<file path="config.mk">
export PLATFORM = sky130hd
export DESIGN_NAME = tcdm_starve_sched_flat
export DESIGN_NICKNAME = d
export VERILOG_FILES = /design/src/rtl/tcdm_starve_sched_if.sv /design/src/rtl/tcdm_starve_sched.sv /design/src/flat_wrapper.sv
export SDC_FILE = /design/constraint.sdc
export NUM_CORES = 1
export LEC_CHECK = 0
export BUFFER_PORTS_ARGS = -buffer_cell sky130_fd_sc_hd__buf_2
export CAP_MARGIN = 20
export CORE_MARGIN = 2
export CORE_UTILIZATION = 25
export CTS_CLUSTER_SIZE = 20
export DETAILED_ROUTE_END_ITERATION = 10
export PLACE_DENSITY = 0.44
export SLEW_MARGIN = 30
export SYNTH_ARGS = -nofsm -noshare
export SYNTH_HDL_FRONTEND = slang
export SYNTH_SLANG_ARGS = --single-unit
</file>
<file path="constraint.sdc">
create_clock -name clk_i -period 6.48 [get_ports clk_i]
set_input_delay 0.324 -clock clk_i [delete_from_list [all_inputs] [get_ports clk_i]]
set_output_delay 0.324 -clock clk_i [all_outputs]
set_load 0.02 [all_outputs]
</file>
<file path="src/rtl/tcdm_starve_sched_if.sv">
// Request/grant bundle seen by the starvation scheduler: master side, network
// side, and the observed bank-side handshake used for priority advancement.
interface tcdm_starve_sched_if #(
    parameter int unsigned NumIn  = 32,
    parameter int unsigned NumOut = 32
);
    logic [NumIn-1:0]  req;
    logic [NumIn-1:0]  gnt;
    logic [NumIn-1:0]  net_req;
    logic [NumIn-1:0]  net_gnt;
    logic [NumOut-1:0] slv_req;
    logic [NumOut-1:0] slv_gnt;

    modport master (
        output req,
        output net_gnt,
        output slv_req,
        output slv_gnt,
        input  gnt,
        input  net_req
    );

    modport slave (
        input  req,
        input  net_gnt,
        input  slv_req,
        input  slv_gnt,
        output gnt,
        output net_req
    );
endinterface

</file>
<file path="src/rtl/tcdm_starve_sched.sv">
// Starvation-aware request scheduler for a butterfly TCDM interconnect: drives
// the shared priority vector and boosts any master whose request waits too long.
module tcdm_starve_sched #(
    parameter int unsigned  NumIn        = 32,
    parameter int unsigned  NumOut       = 32,
    parameter int unsigned  StarveThresh = 15,
    localparam int unsigned RrWidth      = $clog2(NumOut),
    localparam int unsigned IdxWidth     = $clog2(NumIn),
    localparam int unsigned CntWidth     = $clog2(StarveThresh + 1)
) (
    input  logic                clk_i,
    input  logic                rst_ni,
    tcdm_starve_sched_if.slave  bus,
    input  logic                cfg_fix_en_i,
    input  logic [RrWidth-1:0]  cfg_rr_i,
    output logic [RrWidth-1:0]  rr_o,
    output logic                boost_o,
    output logic [IdxWidth-1:0] boost_idx_o,
    output logic [15:0]         boost_cnt_o
);

    typedef enum logic [0:0] {
        ST_NORMAL = 1'b0,
        ST_BOOST  = 1'b1
    } state_e;

    localparam logic [CntWidth-1:0] ThreshVal = CntWidth'(StarveThresh);
    localparam logic [NumIn-1:0]    OneHot0   = {{(NumIn-1){1'b0}}, 1'b1};

    state_e               state_q, state_d;
    logic [IdxWidth-1:0]  sel_q, sel_d;
    logic [IdxWidth-1:0]  ptr_q, ptr_d;
    logic [RrWidth-1:0]   rr_q, rr_d;
    logic [15:0]          boost_cnt_q, boost_cnt_d;
    logic [CntWidth-1:0]  cnt_q [NumIn];
    logic [CntWidth-1:0]  cnt_d [NumIn];

    logic [NumIn-1:0]     mask_s;
    logic [NumIn-1:0]     starve_s;
    logic [IdxWidth-1:0]  sel_s;
    logic                 found_s;

    // Mask derives only from registered state, so net_gnt never loops back into net_req.
    always_comb begin
        mask_s = '0;
        if (state_q == ST_BOOST) begin
            mask_s = ~(OneHot0 << sel_q);
        end else begin
            mask_s = '0;
        end
    end

    assign bus.net_req = bus.req & ~mask_s;
    assign bus.gnt     = bus.net_gnt & ~mask_s;

    // Per-master wait counters; they keep running while masked so a held-off
    // master still accrues wait time.
    always_comb begin
        starve_s = '0;
        for (int i = 0; i < NumIn; i++) begin
            cnt_d[i] = cnt_q[i];
            if (bus.req[i] && !bus.gnt[i]) begin
                if (cnt_q[i] == ThreshVal) begin
                    cnt_d[i] = cnt_q[i];
                end else begin
                    cnt_d[i] = cnt_q[i] + CntWidth'(1);
                end
            end else begin
                cnt_d[i] = '0;
            end
            starve_s[i] = (cnt_q[i] == ThreshVal) && bus.req[i];
        end
    end

    // Rotating first-set search over the starving set, starting at ptr_q.
    always_comb begin : p_select
        logic [IdxWidth-1:0] cand;
        cand    = '0;
        sel_s   = '0;
        found_s = 1'b0;
        for (int k = 0; k < NumIn; k++) begin
            cand = ptr_q + IdxWidth'(k);
            if (!found_s && starve_s[cand]) begin
                sel_s   = cand;
                found_s = 1'b1;
            end else begin
                sel_s   = sel_s;
                found_s = found_s;
            end
        end
    end

    // Next-state logic for the NORMAL/BOOST machine and the priority counter.
    always_comb begin
        state_d     = state_q;
        sel_d       = sel_q;
        ptr_d       = ptr_q;
        rr_d        = rr_q;
        boost_cnt_d = boost_cnt_q;
        case (state_q)
            ST_NORMAL: begin
                if (found_s) begin
                    state_d = ST_BOOST;
                    sel_d   = sel_s;
                    if (boost_cnt_q != 16'hFFFF) begin
                        boost_cnt_d = boost_cnt_q + 16'd1;
                    end else begin
                        boost_cnt_d = boost_cnt_q;
                    end
                end else begin
                    state_d = ST_NORMAL;
                end
                if (|(bus.slv_req & bus.slv_gnt)) begin
                    rr_d = rr_q + RrWidth'(1);
                end else begin
                    rr_d = rr_q;
                end
            end
            ST_BOOST: begin
                // Leave on handshake or on withdrawal; there is deliberately no timeout.
                if (!bus.req[sel_q] || bus.net_gnt[sel_q]) begin
                    state_d = ST_NORMAL;
                    ptr_d   = sel_q + IdxWidth'(1);
                end else begin
                    state_d = ST_BOOST;
                end
            end
            default: begin
                state_d = ST_NORMAL;
            end
        endcase
    end

    // State registers; asynchronous reset also drops any active mask at once.
    always_ff @(posedge clk_i or negedge rst_ni) begin
        if (!rst_ni) begin
            state_q     <= ST_NORMAL;
            sel_q       <= '0;
            ptr_q       <= '0;
            rr_q        <= '0;
            boost_cnt_q <= 16'd0;
            for (int i = 0; i < NumIn; i++) begin
                cnt_q[i] <= '0;
            end
        end else begin
            state_q     <= state_d;
            sel_q       <= sel_d;
            ptr_q       <= ptr_d;
            rr_q        <= rr_d;
            boost_cnt_q <= boost_cnt_d;
            for (int i = 0; i < NumIn; i++) begin
                cnt_q[i] <= cnt_d[i];
            end
        end
    end

    assign rr_o        = cfg_fix_en_i ? cfg_rr_i : rr_q;
    assign boost_o     = (state_q == ST_BOOST);
    assign boost_idx_o = sel_q;
    assign boost_cnt_o = boost_cnt_q;

endmodule

</file>
<file path="src/flat_wrapper.sv">
// flat-port wrapper written by rule: the top's interface ports become plain ports
module tcdm_starve_sched_flat 
#(
    parameter int unsigned  NumIn        = 32,
    parameter int unsigned  NumOut       = 32,
    parameter int unsigned  StarveThresh = 15,
    localparam int unsigned RrWidth      = $clog2(NumOut),
    localparam int unsigned IdxWidth     = $clog2(NumIn),
    localparam int unsigned CntWidth     = $clog2(StarveThresh + 1)
)
  (clk_i, rst_ni, cfg_fix_en_i, cfg_rr_i, rr_o, boost_o, boost_idx_o, boost_cnt_o, bus_req, bus_net_gnt, bus_slv_req, bus_slv_gnt, bus_gnt, bus_net_req);
  tcdm_starve_sched_if #(.NumIn(NumIn), .NumOut(NumOut)) bus_i ();
  input  logic clk_i;
  input  logic rst_ni;
  input  logic cfg_fix_en_i;
  input  logic [RrWidth-1:0] cfg_rr_i;
  output logic [RrWidth-1:0] rr_o;
  output logic boost_o;
  output logic [IdxWidth-1:0] boost_idx_o;
  output logic [15:0] boost_cnt_o;
  input wire logic [$bits(bus_i.req)-1:0] bus_req;
  input wire logic [$bits(bus_i.net_gnt)-1:0] bus_net_gnt;
  input wire logic [$bits(bus_i.slv_req)-1:0] bus_slv_req;
  input wire logic [$bits(bus_i.slv_gnt)-1:0] bus_slv_gnt;
  output wire logic [$bits(bus_i.gnt)-1:0] bus_gnt;
  output wire logic [$bits(bus_i.net_req)-1:0] bus_net_req;
  assign bus_i.req = bus_req;
  assign bus_i.net_gnt = bus_net_gnt;
  assign bus_i.slv_req = bus_slv_req;
  assign bus_i.slv_gnt = bus_slv_gnt;
  assign bus_gnt = bus_i.gnt;
  assign bus_net_req = bus_i.net_req;
  tcdm_starve_sched #(.NumIn(NumIn), .NumOut(NumOut), .StarveThresh(StarveThresh)) u_core (.clk_i(clk_i), .rst_ni(rst_ni), .bus(bus_i), .cfg_fix_en_i(cfg_fix_en_i), .cfg_rr_i(cfg_rr_i), .rr_o(rr_o), .boost_o(boost_o), .boost_idx_o(boost_idx_o), .boost_cnt_o(boost_cnt_o));
endmodule
</file>
==> impl_metrics.sql, run 1 <==
INSERT INTO impl_metrics (metric_group, metric, value, unit) VALUES
('clock_network', 'clock-root-buffer', 'sky130_fd_sc_hd__clkbuf_16', ''),
('power', 'p_switching', '0.002348', 'W'),
('clock_network', 'postCtsSetupBuffers', '0', ''),
('power', 'irDropWorstVdd', '0.2163', 'mV'),
('global_route', 'use_met1', '23.48', '%'),
('global_route', 'grt_start_max_net_pins', '97', ''),
('drt', 'route.antenna.remaining_nets', '0', ''),
('finish', 'drive_above_1_share', '19.56', '%'),
('synth', 'multiplexer_share_of_the_synthesized_area', '11.17', '%'),
('floorplan', 'die-height', '242.0', 'um'),
('worst_setup_path', 'startpoint_type', 'register', ''),
('synth', 'synth_most_common_cell', 'sky130_fd_sc_hd__nor2_1', ''),
('synth', 'synthArstFlopShare', '100.0', '%'),
('power', 'power.leakage', '7.228', 'nW'),
('synth', 'yosys_warnings', '0', ''),
('clock_network', 'cts-resized-gates', '0', ''),
('synth', 'synth_seq_cells', '160', ''),
('clock_network', 'cts_max_path_buffers', '2', ''),
('drt', 'routedWlPerCell', '20.61', 'um'),
('global_route', 'antenna_found_initial', '0', ''),
('timing', 'worst_slew_margin', '31.79', '%'),
('finish', 'flow.area_growth_from_synthesis', '19.57', '%'),
('worst_setup_path', 'worst-setup-path-type', 'reg -> reg', ''),
('synth', 'synth-compound-area-share', '17.45', '%'),
('global_route', 'grt_use_met2', '31.94', '%'),
('timing', 'finalSetupTns', '0', 'ns'),
('timing', 'hold_slack', '-0.01985', 'ns'),
('power', 'sequential_power_share', '24.5', '%'),
('drt', 'post-route-drc-count', '0', ''),
('synth', 'synth_simple_gate_area_share', '30.20', '%'),
('drt', 'vias', '14680', ''),
('synth', 'syn-num-nets', '1893', ''),
('timing', 'final_hold_viol_count', '28', ''),
('worst_setup_path', 'crit_path_max_fanout', '19', ''),
('synth', 'synth_largest_type_area_fraction', '28.28', '%'),
('timing', 'setup_viol_count_final', '0', ''),
('drt', 'first_pass_iteration_count_of_the_detailed_router', '6', ''),
('synth', 'yosys_most_used_dff', 'sky130_fd_sc_hd__dfrtp_1', ''),
('timing', 'layout_worst_path_cycle_share', '85.79', '%'),
('clock_network', 'cts_tree', 'yes', ''),
('power', 'p_per_area', '294.0', 'nW/um2'),
('floorplan', 'top_level_ports', '227', ''),
('synth', 'yosys-top-cells-area', 'sky130_fd_sc_hd__dfrtp_1 28%, sky130_fd_sc_hd__nor2_1 6.4%, sky130_fd_sc_hd__mux4_2 6.0%', ''),
('global_route', 'globalRoute.totalOverflow', '0', ''),
('finish', 'diodes', '0', ''),
('run', 'cap_viol_max_count', '0', ''),
('global_route', 'grt_most_used_layer', 'met2', ''),
('worst_setup_path', 'required', '6.82', 'ns'),
('floorplan', 'rows', '87', ''),
('synth', 'synth-xor-area-share', '5.444', '%'),
('floorplan', 'floorplan.die.width', '242.0', 'um'),
('worst_setup_path', 'setup.worst_path.end_class', 'register', ''),
('hold_path', 'min-delay-path-class', 'in -> async', ''),
('run_status', 'result_of_the_run', 'complete, but fails checks', ''),
('synth', 'synth_top_family_by_area', 'simple AND/OR/NAND/NOR gates', ''),
('drt', 'drt-vias-per-instance', '5.430', ''),
('power', 'internal-power', '0.002628', 'W'),
('synth', 'syn_avg_cell_area', '8.304', 'um2'),
('clock_network', 'path_clk_slew', '0.08', 'ns'),
('place', 'pre_cts_slack', '1.090', 'ns'),
('place', 'dpl.hpwl', '44160', 'um'),
('timing', 'maxClockFrequency', '0.1799', 'GHz'),
('timing', 'time_the_worst_path_needs_with_i_o_delays_and_setup', '5.559', 'ns'),
('floorplan', 'floorplan.die_area', '58550', 'um2'),
('clock_network', 'cts.sink_count', '160', ''),
('run_status', 'failed_checks', 'hold timing', ''),
('power', 'clock_power_share', '22.9', '%'),
('finish', 'finish.cell_count_without_fillers', '2704', ''),
('global_route', 'grt_use_met3', '2.758', '%'),
('synth', 'yosys.cell_types.count', '80', ''),
('finish', 'final_net_count', '2123', '');
## metal layers
layer,vias up,part of all wire [%]
li1,6880,-
met1,7180,42
met2,544,49
met3,79,5.7
met4,0,3.2
met5,-,0
## cell families after synthesis
group           after synthesis
fa+ha+maj                    52
mux                         108
flops                       160
compound gates              381
buf+inv                      89
simple gates                827
xor+xnor                     88
## stage by stage
| step | hold slack, ns | total power (W) | utilization [%] | instance area, um2 |
|---|---|---|---|---|
| after global placement | 0.4614 | 0.003822 | 28.98 | 16280 |
| final | -0.01985 | 0.004977 | 30.14 | 16930 |
| after CTS | 0.02793 | 0.004979 | 30.13 | 16920 |
| after detailed placement | 0.4671 | 0.003818 | 28.98 | 16280 |
| after global routing | 0.02888 | 0.005231 | 30.14 | 16930 |
| after floorplan | 0.02841 | 0.002809 | - | 14160 |
## flip-flops by register name, summed over array words and instances, names as in the netlist
name	flops
u_core.boost_o	1
u_core.rr_q	5
u_core.boost_cnt_o	16
u_core.boost_idx_o	5
u_core.ptr_q	5
u_core.cnt_q	128
## cell type report
cell class	instances	area [um2]
clock buffer	18	429.2
clock inverter	14	215.2
fill	6161	39240
inverter	33	126.4
multi-input combinational	1456	9757
sequential	160	4005
tap	756	945.9
timing repair buffer	267	1451
## path summary, 6_finish.rpt
check,from,to,depth (start not counted),slack [ns]
worst max-delay path,u_core.ptr_q[0],u_core.boost_idx_o[3],17,0.92
worst min-delay path,rst_ni,u_core.boost_cnt_o[11],1,-0.02
worst max register to register,u_core.ptr_q[0],u_core.boost_idx_o[3],17,0.92
worst min register to register,u_core.rr_q[4],u_core.rr_q[4],1,0.48
max in group asynchronous,rst_ni,u_core.cnt_q[114],2,5.35
min in group clk_i,bus_req[20],u_core.cnt_q[44],3,0.25
## placed cells by master, fill, tap and decap left out, drive strengths merged, types with 9 or more instances in the layout
master	n
inv	40
nor3	87
and2	65
xnor2	69
mux2i	50
a22oi	17
mux4	38
and4	36
a21oi	63
nand2	109
o21ai	80
o211ai	14
nand4	48
nand2b	48
a211oi	14
a31oi	43
xor2	19
buf	266
ha	52
o22ai	62
nor2	240
a311oi	9
mux2	20
nor3b	46
dfrtp	160
or2	18
and3	15
clkbuf	19
nand3	88
## power by group through the flow
stage	clock network, W	registers (W)	logic [W]
global placement	0	0.00123	0.00259
global route	0.00122	0.00123	0.00278
CTS	0.00117	0.00122	0.00259
detailed placement	0	0.00124	0.00258
finish	0.00114	0.00122	0.00261
floorplan	0	0.00119	0.00162
## critical path, stage by stage (launching register included)
cell                        delay (ns)
sky130_fd_sc_hd__dfrtp_1          0.79
sky130_fd_sc_hd__inv_4            0.04
sky130_fd_sc_hd__ha_1             0.37
sky130_fd_sc_hd__nand2b_1         0.27
sky130_fd_sc_hd__o22ai_1          0.15
sky130_fd_sc_hd__or2_2            0.33
sky130_fd_sc_hd__mux4_2           0.54
sky130_fd_sc_hd__a2111oi_0        0.68
sky130_fd_sc_hd__and3_1           0.34
sky130_fd_sc_hd__and4bb_1         0.37
sky130_fd_sc_hd__nand3_1          0.28
sky130_fd_sc_hd__nor3_1           0.42
sky130_fd_sc_hd__buf_4            0.21
sky130_fd_sc_hd__o21ai_0          0.08
sky130_fd_sc_hd__o31ai_1          0.09
sky130_fd_sc_hd__a2111o_1         0.15
sky130_fd_sc_hd__nor3_1           0.05
sky130_fd_sc_hd__o32ai_1          0.28
Note: power is estimated with default switching activity, not from simulation.
==> run 2, diff against run 1 <==
- BUFFER_PORTS_ARGS: -buffer_cell sky130_fd_sc_hd__buf_2 -> -buffer_cell sky130_fd_sc_hd__buf_4
==> run 2 against run 1 <==
  * The flow now finishes without violations
  * Critical endpoint is now u_core.boost_idx_o[4]
  * Worst hold slack improved by 0.25 ns
  * Via count about the same
  * Core utilization grew 0.96 points
  * Critical path depth stayed put
  * Sequential share of layout area down 0.73 points
  * Highest routed layer unchanged
  * Largest cell class unchanged
  * Combinational power up 4%
  * Non-clock buffer count grew 2
==> impl_metrics.sql, run 2 (synthesis gave the netlist of run 1 again) <==
INSERT INTO impl_metrics (metric_group, metric, value, unit) VALUES
('timing', 'drv_slew', '0', ''),
('place', 'placedCellCount', '2673', ''),
('floorplan', 'floorplan.die.width', '242.0', 'um'),
('place', 'dpl.hpwl', '44830', 'um'),
('power', 'sequential_power_share', '24.2', '%'),
('finish', 'largest_register_ff_count', '128', ''),
('timing', 'time_the_worst_path_needs_with_i_o_delays_and_setup', '5.506', 'ns'),
('clock_network', 'cts_max_path_buffers', '2', ''),
('clock_network', 'cts.sink_count', '160', ''),
('floorplan', 'rows', '87', ''),
('timing', 'rsz0062_at_grt', 'no', ''),
('drt', 'drt-vias-per-instance', '5.429', ''),
('drt', 'post-route-drc-count', '0', ''),
('global_route', 'grt_pass1_vias', '13960', ''),
('clock_network', 'cts_inserted_buffers', '17', ''),
('drt', 'finalWirelength', '56220', 'um'),
('finish', 'layout_commonest_cell', 'sky130_fd_sc_hd__buf_4', ''),
('floorplan', 'top_level_ports', '227', ''),
('drt', 'route.antenna.remaining_nets', '0', ''),
('global_route', 'antenna_found_initial', '0', ''),
('power', 'p_per_area', '284.6', 'nW/um2'),
('place', 'routabilityCongestion', '0.9470', ''),
('drt', 'drtIter0Drc', '1174', ''),
('power', 'power.combinational.fraction', '54.6', '%'),
('finish', 'largest-register', 'u_core.cnt_q', ''),
('global_route', 'grt_first_pass_wirelength', '85520', 'um'),
('clock_network', 'path_clk_slew', '0.08', 'ns'),
('worst_setup_path', 'crit_path_max_fanout', '16', ''),
('floorplan', 'initial_core_util', '25.21', '%'),
('global_route', 'globalRoute.totalOverflow', '0', ''),
('drt', 'routedWlPerCell', '20.78', 'um'),
('power', 'clock_power_share', '21.3', '%'),
('clock_network', 'cts_htree_levels', '4', ''),
('power', 'p_switching', '0.002379', 'W'),
('power', 'internal-power', '0.002593', 'W'),
('clock_network', 'cts_tree', 'yes', ''),
('clock_network', 'clock-root-buffer', 'sky130_fd_sc_hd__clkbuf_16', ''),
('timing', 'timing.clock.skew', '0.01526', 'ns'),
('timing', 'worst_pin_slew', '0.9790', 'ns'),
('power', 'switching_share', '47.85', '%'),
('clock_network', 'postCtsSetupBuffers', '0', ''),
('worst_setup_path', 'reg2regPathDepth', '17', ''),
('power', 'power.leakage', '7.400', 'nW'),
('worst_setup_path', 'worst-setup-path-type', 'reg -> reg', ''),
('timing', 'final_hold_viol_count', '0', ''),
('floorplan', 'floorplan.die_area', '58550', 'um2'),
('timing', 'worst_slew_margin', '34.26', '%'),
('finish', 'finish.cell_count_without_fillers', '2706', ''),
('finish', 'final_net_count', '2125', ''),
('global_route', 'global_route.usage.total', '18.91', '%'),
('timing', 'finalSetupTns', '0', 'ns'),
('timing', 'layout_worst_path_cycle_share', '84.97', '%'),
('power', 'irDropWorstVdd', '0.1801', 'mV'),
('run', 'cap_viol_max_count', '0', ''),
('finish', 'flow.area_growth_from_synthesis', '23.39', '%'),
('worst_setup_path', 'crit-reg2reg-launch', 'u_core.ptr_q[1]', ''),
('clock_network', 'later_pin_clock_latency_in_the_skew_report', '0.46', 'ns'),
('floorplan', 'core_area', '56170', 'um2'),
('finish', 'layout.cells.most_common_list', '267 x sky130_fd_sc_hd__buf_4, 240 x sky130_fd_sc_hd__nor2_1, 159 x sky130_fd_sc_hd__dfrtp_1', ''),
('worst_setup_path', 'required', '6.85', 'ns'),
('global_route', 'grt_start_max_net_pins', '74', ''),
('finish', 'drive_above_1_share', '19.69', '%'),
('worst_setup_path', 'cp_data_arrival_time', '5.87', 'ns'),
('place', 'place.port_buffers', '226', ''),
('hold_path', 'min-delay-path-class', 'in -> reg', ''),
('worst_setup_path', 'setup.worst_path.end_class', 'register', ''),
('worst_setup_path', 'startpoint_type', 'register', ''),
('hold_path', 'holdPathStages', '3', ''),
('worst_setup_path', 'setup.worst_path.start', 'u_core.ptr_q[1]', ''),
('run_status', 'result_of_the_run', 'complete, no violations', ''),
('finish', 'diodes', '0', ''),
('floorplan', 'die-height', '242.0', 'um'),
('timing', 'maxClockFrequency', '0.1816', 'GHz'),
('drt', 'first_pass_iteration_count_of_the_detailed_router', '8', ''),
('timing', 'setup_viol_count_final', '0', ''),
('hold_path', 'timing.hold.worst.start', 'bus_req[28]', ''),
('drt', 'vias', '14690', '');
==> run 2: cell count changes in the layout (fill, tap and decap cells not counted), sizes merged <==
cell,before,now
buf,266,268
dlygate4sd3,0,1
bufinv,4,1
inv,40,42
clkbuf,19,18
clkinv,1,2
==> run 2: layout make-up <==
type / instances / area, um2
sequential: 160 / 4005
multi-input combinational: 1456 / 9764
clock buffer: 18 / 439.2
fill: 6044 / 38700
clock inverter: 14 / 163.9
inverter: 33 / 126.4
timing repair buffer: 269 / 2026
tap: 756 / 945.9
==> run 2: critical path: stages, from the launching register on <==
cell and delay [ns]:
sky130_fd_sc_hd__dfrtp_1 0.38, sky130_fd_sc_hd__inv_1 0.23, sky130_fd_sc_hd__ha_1 0.34, sky130_fd_sc_hd__nand2b_1 0.45, sky130_fd_sc_hd__o22ai_1 0.19, sky130_fd_sc_hd__or2_2 0.36, sky130_fd_sc_hd__mux4_2 0.54, sky130_fd_sc_hd__a2111oi_0 0.53
sky130_fd_sc_hd__buf_4 0.20, sky130_fd_sc_hd__and3_1 0.22, sky130_fd_sc_hd__and4bb_1 0.39, sky130_fd_sc_hd__and2_1 0.35, sky130_fd_sc_hd__nand4_2 0.13, sky130_fd_sc_hd__nor2b_1 0.22, sky130_fd_sc_hd__buf_4 0.23, sky130_fd_sc_hd__a21o_1 0.16
sky130_fd_sc_hd__or3_1 0.37, sky130_fd_sc_hd__o22ai_1 0.12
==> run 2: repair_timing <==
item                                   in CTS  in global routing
resized for setup                           0                  0
hold buffers                                1                  0
endpoints found under the hold margin      71                  0
==> run 2: routing by layer <==
layer / GRT usage (%) / up-vias / wire, um
li1: - / 6884 / -
met1: 24.67 / 7070 / 23990
met2: 31.74 / 627 / 26810
met3: 2.803 / 109 / 3551
met4: 6.754 / 0 / 1860
met5: 0 / - / 0
==> run 2: metrics by stage <==
stage	util [%]	power, W	setup WS (ns)	hold slack, ns	instance area (um2)
4_1_cts	31.10	0.004985	1.097	0.2121	17470
6_report	31.10	0.004972	0.9737	0.2271	17470
3_3_place_gp	30.01	0.003909	1.130	0.3884	16860
2_1_floorplan	-	0.002809	1.173	0.02841	14160
5_1_grt	31.10	0.005232	0.6414	0.2413	17470
3_5_place_dp	30.01	0.003905	1.109	0.3909	16860
==> run 2: final timing paths <==
check | endpoint | slack, ns
max | u_core.boost_idx_o[4] | 0.97
min | u_core.cnt_q[12] | 0.23
max reg2reg | u_core.boost_idx_o[4] | 0.97
min reg2reg | u_core.rr_q[4] | 0.48
max in group asynchronous | u_core.cnt_q[82] | 4.85
min in group asynchronous | u_core.boost_cnt_o[11] | 0.43
==> run 2: power groups by stage <==
stage	logic [W]	clock network, W	registers, W
floorplan	0.00162	0	0.00119
global placement	0.00269	0	0.00122
detailed placement	0.00269	0	0.00122
CTS	0.00269	0.00109	0.00120
global route	0.00289	0.00113	0.00122
finish	0.00271	0.00106	0.00120
